$ cat src/rtl/multicycle_controller.sv
`default_nettype none
// ============================================================================
// Module   : multicycle_controller
// Brief    : Multicycle CPU control FSM: fetch, PC increment, execute, writeback.
// Revision : 1.0 - initial release
// ============================================================================
module multicycle_controller #(
    parameter int OPCODE_WIDTH = 4,
    parameter int ALU_OP_WIDTH = 2
) (
    input  logic                    clk,
    input  logic                    reset,
    input  logic [OPCODE_WIDTH-1:0] opcode,
    input  logic                    zero,
    output logic                    ir_write,
    output logic                    pc_write,
    output logic                    reg_write,
    output logic                    mem_write,
    output logic                    alu_write,
    output logic                    zero_write,
    output logic [1:0]              alu_sel1,
    output logic [1:0]              alu_sel2,
    output logic [ALU_OP_WIDTH-1:0] alu_op,
    output logic [1:0]              result_sel,
    output logic                    halted
);

    localparam logic [OPCODE_WIDTH-1:0] OP_ADD  = OPCODE_WIDTH'(1);
    localparam logic [OPCODE_WIDTH-1:0] OP_SUB  = OPCODE_WIDTH'(2);
    localparam logic [OPCODE_WIDTH-1:0] OP_AND  = OPCODE_WIDTH'(3);
    localparam logic [OPCODE_WIDTH-1:0] OP_OR   = OPCODE_WIDTH'(4);
    localparam logic [OPCODE_WIDTH-1:0] OP_ADDI = OPCODE_WIDTH'(5);
    localparam logic [OPCODE_WIDTH-1:0] OP_LD   = OPCODE_WIDTH'(6);
    localparam logic [OPCODE_WIDTH-1:0] OP_ST   = OPCODE_WIDTH'(7);
    localparam logic [OPCODE_WIDTH-1:0] OP_JMP  = OPCODE_WIDTH'(8);
    localparam logic [OPCODE_WIDTH-1:0] OP_BZ   = OPCODE_WIDTH'(9);
    localparam logic [OPCODE_WIDTH-1:0] OP_HALT = OPCODE_WIDTH'(15);

    localparam logic [ALU_OP_WIDTH-1:0] ALU_ADD = ALU_OP_WIDTH'(0);
    localparam logic [ALU_OP_WIDTH-1:0] ALU_SUB = ALU_OP_WIDTH'(1);
    localparam logic [ALU_OP_WIDTH-1:0] ALU_AND = ALU_OP_WIDTH'(2);
    localparam logic [ALU_OP_WIDTH-1:0] ALU_OR  = ALU_OP_WIDTH'(3);

    typedef enum logic [3:0] {
        S_FETCH    = 4'd0,
        S_INCR     = 4'd1,
        S_EXEC_ALU = 4'd2,
        S_WB_ALU   = 4'd3,
        S_LD_RD    = 4'd4,
        S_LD_WB    = 4'd5,
        S_ST_WR    = 4'd6,
        S_BRANCH   = 4'd7,
        S_HALT     = 4'd8
    } state_t;

    state_t r_state;

    // Binary encoding: the seven unused codes fall into the default arm and recover to FETCH.
    always_ff @(posedge clk) begin
        if (reset) begin
            r_state <= S_FETCH;
        end else begin
            case (r_state)
                S_FETCH:    r_state <= S_INCR;
                S_INCR: begin
                    case (opcode)
                        OP_ADD, OP_SUB, OP_AND, OP_OR, OP_ADDI: r_state <= S_EXEC_ALU;
                        OP_LD:          r_state <= S_LD_RD;
                        OP_ST:          r_state <= S_ST_WR;
                        OP_JMP, OP_BZ:  r_state <= S_BRANCH;
                        OP_HALT:        r_state <= S_HALT;
                        default:        r_state <= S_FETCH;
                    endcase
                end
                S_EXEC_ALU: r_state <= S_WB_ALU;
                S_WB_ALU:   r_state <= S_FETCH;
                S_LD_RD:    r_state <= S_LD_WB;
                S_LD_WB:    r_state <= S_FETCH;
                S_ST_WR:    r_state <= S_FETCH;
                S_BRANCH:   r_state <= S_FETCH;
                S_HALT:     r_state <= S_HALT;
                default:    r_state <= S_FETCH;
            endcase
        end
    end

    // Decode is combinational so that reset suppresses every enable in the same cycle.
    always_comb begin
        ir_write   = 1'b0;
        pc_write   = 1'b0;
        reg_write  = 1'b0;
        mem_write  = 1'b0;
        alu_write  = 1'b0;
        zero_write = 1'b0;
        alu_sel1   = 2'd0;
        alu_sel2   = 2'd0;
        alu_op     = ALU_ADD;
        result_sel = 2'd0;
        halted     = 1'b0;
        if (!reset) begin
            case (r_state)
                S_FETCH: ir_write = 1'b1;
                S_INCR: begin
                    pc_write   = 1'b1;
                    alu_sel1   = 2'd2;
                    alu_sel2   = 2'd1;
                    result_sel = 2'd2;
                end
                S_EXEC_ALU: begin
                    alu_write  = 1'b1;
                    zero_write = 1'b1;
                    alu_sel2   = (opcode == OP_ADDI) ? 2'd0 : 2'd2;
                    case (opcode)
                        OP_SUB:  alu_op = ALU_SUB;
                        OP_AND:  alu_op = ALU_AND;
                        OP_OR:   alu_op = ALU_OR;
                        default: alu_op = ALU_ADD;
                    endcase
                end
                S_WB_ALU: begin
                    reg_write  = 1'b1;
                    result_sel = 2'd1;
                end
                S_LD_WB:  reg_write = 1'b1;
                S_ST_WR:  mem_write = 1'b1;
                S_BRANCH: begin
                    pc_write   = (opcode == OP_JMP) ? 1'b1 : zero;
                    alu_sel1   = 2'd1;
                    alu_sel2   = 2'd3;
                    result_sel = 2'd2;
                end
                S_HALT:   halted = 1'b1;
                default: ;
            endcase
        end
    end

endmodule
`default_nettype wire
$ cat config.mk
export PLATFORM = sky130hd
export DESIGN_NAME = multicycle_controller
export DESIGN_NICKNAME = d
export VERILOG_FILES = /design/src/rtl/multicycle_controller.sv
export SDC_FILE = /design/constraint.sdc
export NUM_CORES = 1
export LEC_CHECK = 0
export CELL_PAD_IN_SITES_DETAIL_PLACEMENT = 0
export CELL_PAD_IN_SITES_GLOBAL_PLACEMENT = 1
export CORE_AREA = 2 2 47 45
export CTS_CLUSTER_SIZE = 20
export DETAILED_ROUTE_END_ITERATION = 7
export DIE_AREA = 0 0 49 47
export GPL_TIMING_DRIVEN = 0
export PLACE_DENSITY = 0.77
export RECOVER_POWER = 25
export SYNTH_ARGS = -nofsm -noshare
export SYNTH_HDL_FRONTEND = slang
export SYNTH_SLANG_ARGS = --single-unit
$ cat constraint.sdc
create_clock -name clk -period 1.7 [get_ports clk]
set_input_delay 0.425 -clock clk [delete_from_list [all_inputs] [get_ports clk]]
set_output_delay 0.425 -clock clk [all_outputs]
set_load 0.01 [all_outputs]
**Yosys cells after proc, flatten, opt, wreduce, memory -nomap -nowiden**

Memories as Yosys holds them, arrays and structs flattened.
Index checks and enable logic that the tools add are counted.

- Memories: 1
- Memory bits (read-only): 64
- Bits in registers: 4
- Input bits: 7

Memories:

| name | depth | bits a word | rd ports | clocked after memory_dff | wr ports | RTL line | RTL |
|---|---|---|---|---|---|---|---|
| (no name shown) | 16 | 4 | 1 | 0 | 0 | 66 | `case (opcode)` |

- Eq/ne operators: 13
- Reductions and logical operators: 3
- Multiplexer cells: 24

Operators with widths:

| kind | count |
|---|---|
| $eq 4x3->1 const B | 6 |
| $pmux 4 s5 | 1 |
| $eq 4x2->1 const B | 4 |
| $mux 1 | 12 |
| $mux 2 | 6 |
| $pmux 2 s3 | 2 |
| $eq 4x4->1 const B | 2 |
| $pmux 2 s2 | 2 |
| $eq 4x1->1 const B | 1 |
| $logic_not 4->1 | 1 |
| $reduce_or 2->1 | 2 |
| $pmux 1 s2 | 1 |

**Longest topological paths before layout**

Gate-level depths: netlist of run 1.

- Word-level depth: 4
- Mapped depth: 5
- Depth with buffers taken out: 4

**Worst setup path before layout of run 1**

OpenSTA, ideal clock, no wires.

- Path type: register -> output
- From: register r_state[1]
- To: output port alu_op[0]
- Arrival time: 1.226 ns
- Stages on the path, launching flop included: 5
- Path buffers: 1
- Setup slack: 0.049 ns
- Cells stage by stage: dfxtp_1 -> buf_2 -> nor2b_1 -> nand3b_1 -> nor4_1

- Longest elaborated chain between the ends: 3

RTL lines:

| item | RTL line | RTL |
|---|---|---|
| start: declaration | 56 | `state_t r_state;` |
| start signal: assignment | 61 | `r_state <= S_FETCH;` |
| start signal: assignment | 64 | `S_FETCH: r_state <= S_INCR;` |
| start signal: assignment | 67 | `OP_ADD, OP_SUB, OP_AND, OP_OR, OP_ADDI: r_state <= S_EXEC_ALU;` |
| $eq 4x2->1 | 101 | `case (r_state)` |
| $mux 2 | 101 |  |
| $mux 2 | 100 | `if (!reset) begin` |
| end: declaration | 23 | `output logic [ALU_OP_WIDTH-1:0] alu_op,` |

No other way between the ends.

**Final worst setup path of run 1**

Ends and elaborated chain as after synthesis.

==> results.toml, run 1 <==
[timing]
relSlewSlack_pct = 79.8
setup_violations = 7
rsz0062_at_grt = "yes"
whs_ns = 0.487
fin_ws_ns = -0.136
fmax_mhz = 545
min_period_over_period_pct = 108
finalHoldViolCount = 0
finClkSkew_ns = 0.00105
tightest_slew_ns = 0.300
final_max_slew_viol_count = 0
layout_min_cycle_time_ns = 1.84

[worst_setup_path]
path_buf_inv = 2
cp.required_ns = 1.27
endpoint_kind = "primary output"
rr_worst_depth = 6
crit_type = "flip-flop to primary output"
slowest_stage = "dfxtp_4"
startpoint_type = "flip-flop"
crit_path_max_incr_delay_ns = 0.36
reg2reg_slack_ns = 0.52
r2r-end = "r_state[1]"
crit_fanout = 4
crit_chain = "nor2b_4 -> nand3b_1 -> buf_6 -> nor4_4 -> buf_2"
crit_family = "simple AND/OR/NAND/NOR gates"
crit_arrival_ns = 1.41
r2r_start = "r_state[1]"

[synthesis]
netlist_instances = 59
synth_edf_count = 0
ys_types = 26
syn_area_per_cell_um2 = 7.19
syn_area_um2 = 424
yosys_warnings = 0
synth_ff_type = "dfxtp_1"
synthArstFlopShare_pct = 0
seq_area_frac_synth_pct = 18.9
synth-seq-cells = 4
syn_nets = 66

[placed_design]
numPortBuffers = 18
routabilityCongestion = 0.726
place_ws_ns = -0.932
hpwl_um = 824
post_dp_cell_area_um2 = 636

[outcome]
status = "complete, but fails checks"
violations = "setup timing"

[min_path]
worst_hold_path.endpoint = "r_state[2]"
hold_class = "input pin to flip-flop"
hold_depth = 2
hp-start = "reset"

[grt]
antenna_found_initial = 0
grt_max_degree = 11
grt_pass1_wl_mm = 2.02
grt_util_all_layers_pct = 11.7
grt_overflow = 0
grt_pass1_vias = 491

[power]
ir_drop_v = 0.000425
powerDensity_nw_per_um2 = 480
p_leak_nw = 0.364

[finish]
fin_util_pct = 43.7
largest_reg_flops = 4
final_cell_mix = "buf_2 (12), buf_6 (9), buf_4 (9)"
layout_commonest_cell = "buf_2"
diodes = 0
final_area_um2 = 796
top_register = "r_state"
drive_above_1_share_pct = 57.8
final_nets = 99
reg_top3 = "r_state x4"
area_delta_synth_final_pct = 87.6

[die]
num_rows = 15
die-area_um2 = 2300
die_x_um = 49
start_util_pct = 23.3
io_pins = 22
core_um2 = 1820
fp.dieH_um = 47

[clock_network]
cts_tree = "built"
clk_pin_slew_worst_paths_ns = 0.04
h-tree-depth = 1
cts_buffers = 3
cts-root-buf = "clkbuf_4"
cts-hold-fix-buffers = 0
cts_sinks = 4
clockBufferDepth = 2
insertion_delay_ns = 0.23

[detailed_routing]
viasPerCell = 4.56
wl_met3_um = 94
via_count = 524
drt_iter0_drc = 6
route.met2.wl_um = 675
ant_nets = 0
drt-met1-wl_um = 524
drc = 0
routedWlPerCell_um = 11.2
top_layer_used = "met3"
first_pass_iters = 4
wl_mm = 1.29

[job]
cap_violations = 0
-- cell type report --
type,instances,area [um2]
Tap cell,25,31.3
Clock buffer,3,22.5
Multi-Input combinational cell,46,358
Sequential cell,4,92.6
Timing Repair Buffer,29,214
Inverter,2,10.0
Fill cell,188,1020
Buffer,6,67.6
-- worst reg2reg max path: stages, from the launching register on --
cell and delay, ns:
dfxtp_4 0.35, nor2b_4 0.13, nand3b_1 0.15, buf_4 0.15
inv_4 0.04, buf_4 0.11, a21o_1 0.14
-- synth_stat cells, drive strengths merged, types with 3 or more instances --
cell type | instances | area [um2]
a21oi | 4 | 20.0
and3 | 3 | 18.8
buf | 7 | 62.6
dfxtp | 4 | 80.1
nand2 | 5 | 18.8
nor2 | 6 | 22.5
nor3 | 5 | 25.0
xnor2 | 3 | 26.3
-- cells by family after synthesis --
family / synth area share [%]
DFF: 18.9
xor gates and xnor gates: 6.20
AOI/OAI and AO/OA: 19.5
and+or+nand+nor: 38.9
buffers and inverters: 16.5
-- per-stage QoR --
stage | std cells | power, mW | TNS, ns
after floorplan | 59 | 0.184 | 0
after global placement | 102 | 0.231 | -10.80
after detailed placement | 102 | 0.232 | -10.69
after CTS | 116 | 0.381 | -0.721
after global routing | 115 | 0.409 | -0.747
final | 115 | 0.382 | -0.353
-- routing by layer --
layer  GRT usage (%)  up-vias
met2            21.4       23
met3            6.05        0
li1                -      267
met5               0        -
met1            12.3      234
met4            3.43        0
-- worst max path at each step --
stage	from	to	slack, ns	cells after the start
after floorplan	r_state[1]	alu_op[0]	0.05	4
after CTS	r_state[1]	alu_op[0]	-0.18	6
after global placement	reset	alu_op[0]	-0.94	5
after global routing	r_state[1]	alu_op[0]	-0.20	5
after detailed placement	reset	alu_op[0]	-0.93	5
final	r_state[1]	alu_op[0]	-0.14	5
-- where the power goes --
part           switching (mW)  total, mW  internal (mW)  leakage [nW]
sequential            0.00966      0.108         0.0984        0.0352
combinational          0.0697      0.158         0.0882         0.315
clock                  0.0368      0.116         0.0788        0.0138
total                   0.116      0.382          0.265         0.364
-- repair_timing --
item / in CTS / in global routing
resized for setup: 86 / 13
endpoints found under the setup margin: 15 / 13
setup buffers: 11 / 0
pin swaps: 4 / 3
Note: power is estimated with default switching activity, not from simulation.
==> run 2: changes to the inputs <==
Settings changed: RECOVER_POWER 25 to 100, SETUP_SLACK_MARGIN set to 0.05.
==> results.toml, run 2 (synthesis gave the netlist of run 1 again) <==
[outcome]
status = "complete, but fails checks"
violations = "setup timing"

[detailed_routing]
via_count = 535
wl_mm = 1.34
ant_nets = 0
routedWlPerCell_um = 11.2
drc = 0
first_pass_iters = 4
drt_iter0_drc = 9
viasPerCell = 4.50

[finish]
diodes = 0
largest_reg_flops = 4
final_nets = 103
area_delta_synth_final_pct = 101
drive_above_1_share_pct = 60.6
final_cell_mix = "buf_4 (13), buf_6 (9), buf_2 (9)"
reg_top3 = "r_state x4"
register_area_um2 = 86.3
layout_commonest_cell = "buf_4"
final_cells = 119
top_register = "r_state"
fillers = 196
multi_input_area_um2 = 348
final_area_um2 = 852

[worst_setup_path]
crit_top_cell = "buf_12"
cp.required_ns = 1.27
crit_family = "buffers and inverters"
r2r-end = "r_state[1]"
endpoint_kind = "primary output"
startpoint_type = "flip-flop"
crit_type = "flip-flop to primary output"
path_buf_inv = 4
crit_path_max_incr_delay_ns = 0.34
reg2reg_slack_ns = 0.49
rr_worst_depth = 7
cp.depth = 6
slowest_stage = "or3_4"
crit_arrival_ns = 1.46
crit_chain = "buf_6 -> buf_12 -> buf_12 -> or3_4 -> nor3_2 -> buf_2"
crit_fanout = 3
r2r_start = "r_state[1]"

[timing]
fin_ws_ns = -0.187
final_max_slew_viol_count = 0
fmax_mhz = 530
tightest_slew_ns = 0.239
layout_min_cycle_time_ns = 1.89
rsz0062_at_grt = "yes"
relSlewSlack_pct = 84.0
finClkSkew_ns = 0.00261
finalHoldViolCount = 0
setup_violations = 11
min_period_over_period_pct = 111

[die]
die_x_um = 49
die-area_um2 = 2300
start_util_pct = 23.3
num_rows = 15
core_um2 = 1820
fp.dieH_um = 47
io_pins = 22

[clock_network]
cts_tree = "built"
cts-hold-fix-buffers = 0
insertion_delay_ns = 0.24
cts_buffers = 3
clk_pin_slew_worst_paths_ns = 0.04
cts-root-buf = "clkbuf_4"
cts_sinks = 4
h-tree-depth = 1
clockBufferDepth = 2

[placed_design]
hpwl_um = 805
routabilityCongestion = 0.739
post_dp_cell_area_um2 = 642
numPortBuffers = 18
dp.cells = 102

[grt]
grt_util_all_layers_pct = 12.1
antenna_found_initial = 0
grt_pass1_vias = 471
grt_overflow = 0
grt_pass1_wl_mm = 2.09
grt_max_degree = 11

[power]
p_leak_nw = 0.383
powerDensity_nw_per_um2 = 482
ir_drop_v = 0.000403

[min_path]
hold_depth = 2
hp-start = "reset"
worst_hold_path.endpoint = "r_state[2]"
hold_class = "input pin to flip-flop"

[job]
cap_violations = 0
[run 2: cell count changes in the layout (fill, tap and decap cells not counted), sizes merged]
cell and change:
clkbuf +1, dlygate4sd2 -1, buf +4
[run 2: final cells by class]
class,instances,area share [%]
Tap cell,25,3.67
Timing Repair Buffer,32,31.3
Sequential cell,4,10.1
Inverter,2,1.17
Multi-Input combinational cell,46,40.8
Clock buffer,3,2.64
Buffer,7,10.3
[run 2: worst max path at each step]
stage / startpoint / to / slack (ns)
global route: r_state[1] / alu_op[0] / -0.26
detailed placement: reset / alu_op[0] / -0.92
floorplan: opcode[2] / pc_write / 0.05
finish: r_state[1] / ir_write / -0.19
CTS: r_state[1] / alu_op[0] / -0.17
global placement: reset / alu_op[0] / -0.93
[run 2: where the power goes]
group          switching (mW)  internal (mW)
logic                  0.0770          0.110
clock network          0.0386         0.0789
registers             0.00611         0.0997
[run 2: repair_timing]
action	CTS	global route
pin swaps	6	1
gates resized for setup	94	3
buffers inserted	13	1
setup endpoints to repair	15	14
[run 2: worst register-to-register path: cells and delay by family, from the launching register on]
family / cells / cell delay [ns]
AO/OA/AOI/OAI: 1 / 0.14
buffers and inverters: 4 / 0.40
flip-flops: 1 / 0.31
AND/OR/NAND/NOR: 2 / 0.25
[run 2: metal layers]
layer / GRT usage, % / wire (um) / vias to the layer above
met1: 13.1 / 582 / 241
met2: 22.5 / 662 / 21
met5: 0 / 0 / -
met4: 3.43 / 0 / 0
met3: 5.10 / 92 / 0
li1: - / - / 273
[run 2: through the flow]
stage                     hold slack, ns  TNS (ns)  power, mW  worst slack, ns  utilization (%)
after global routing               0.470     -1.83      0.436           -0.258             46.8
final                              0.467     -1.20      0.411           -0.187             46.8
after global placement             0.565    -10.85      0.232           -0.934             35.3
after CTS                          0.455    -0.698      0.402           -0.173             44.9
after detailed placement           0.570    -10.78      0.232           -0.919             35.3
after floorplan                    0.501         0      0.185           0.0521                -
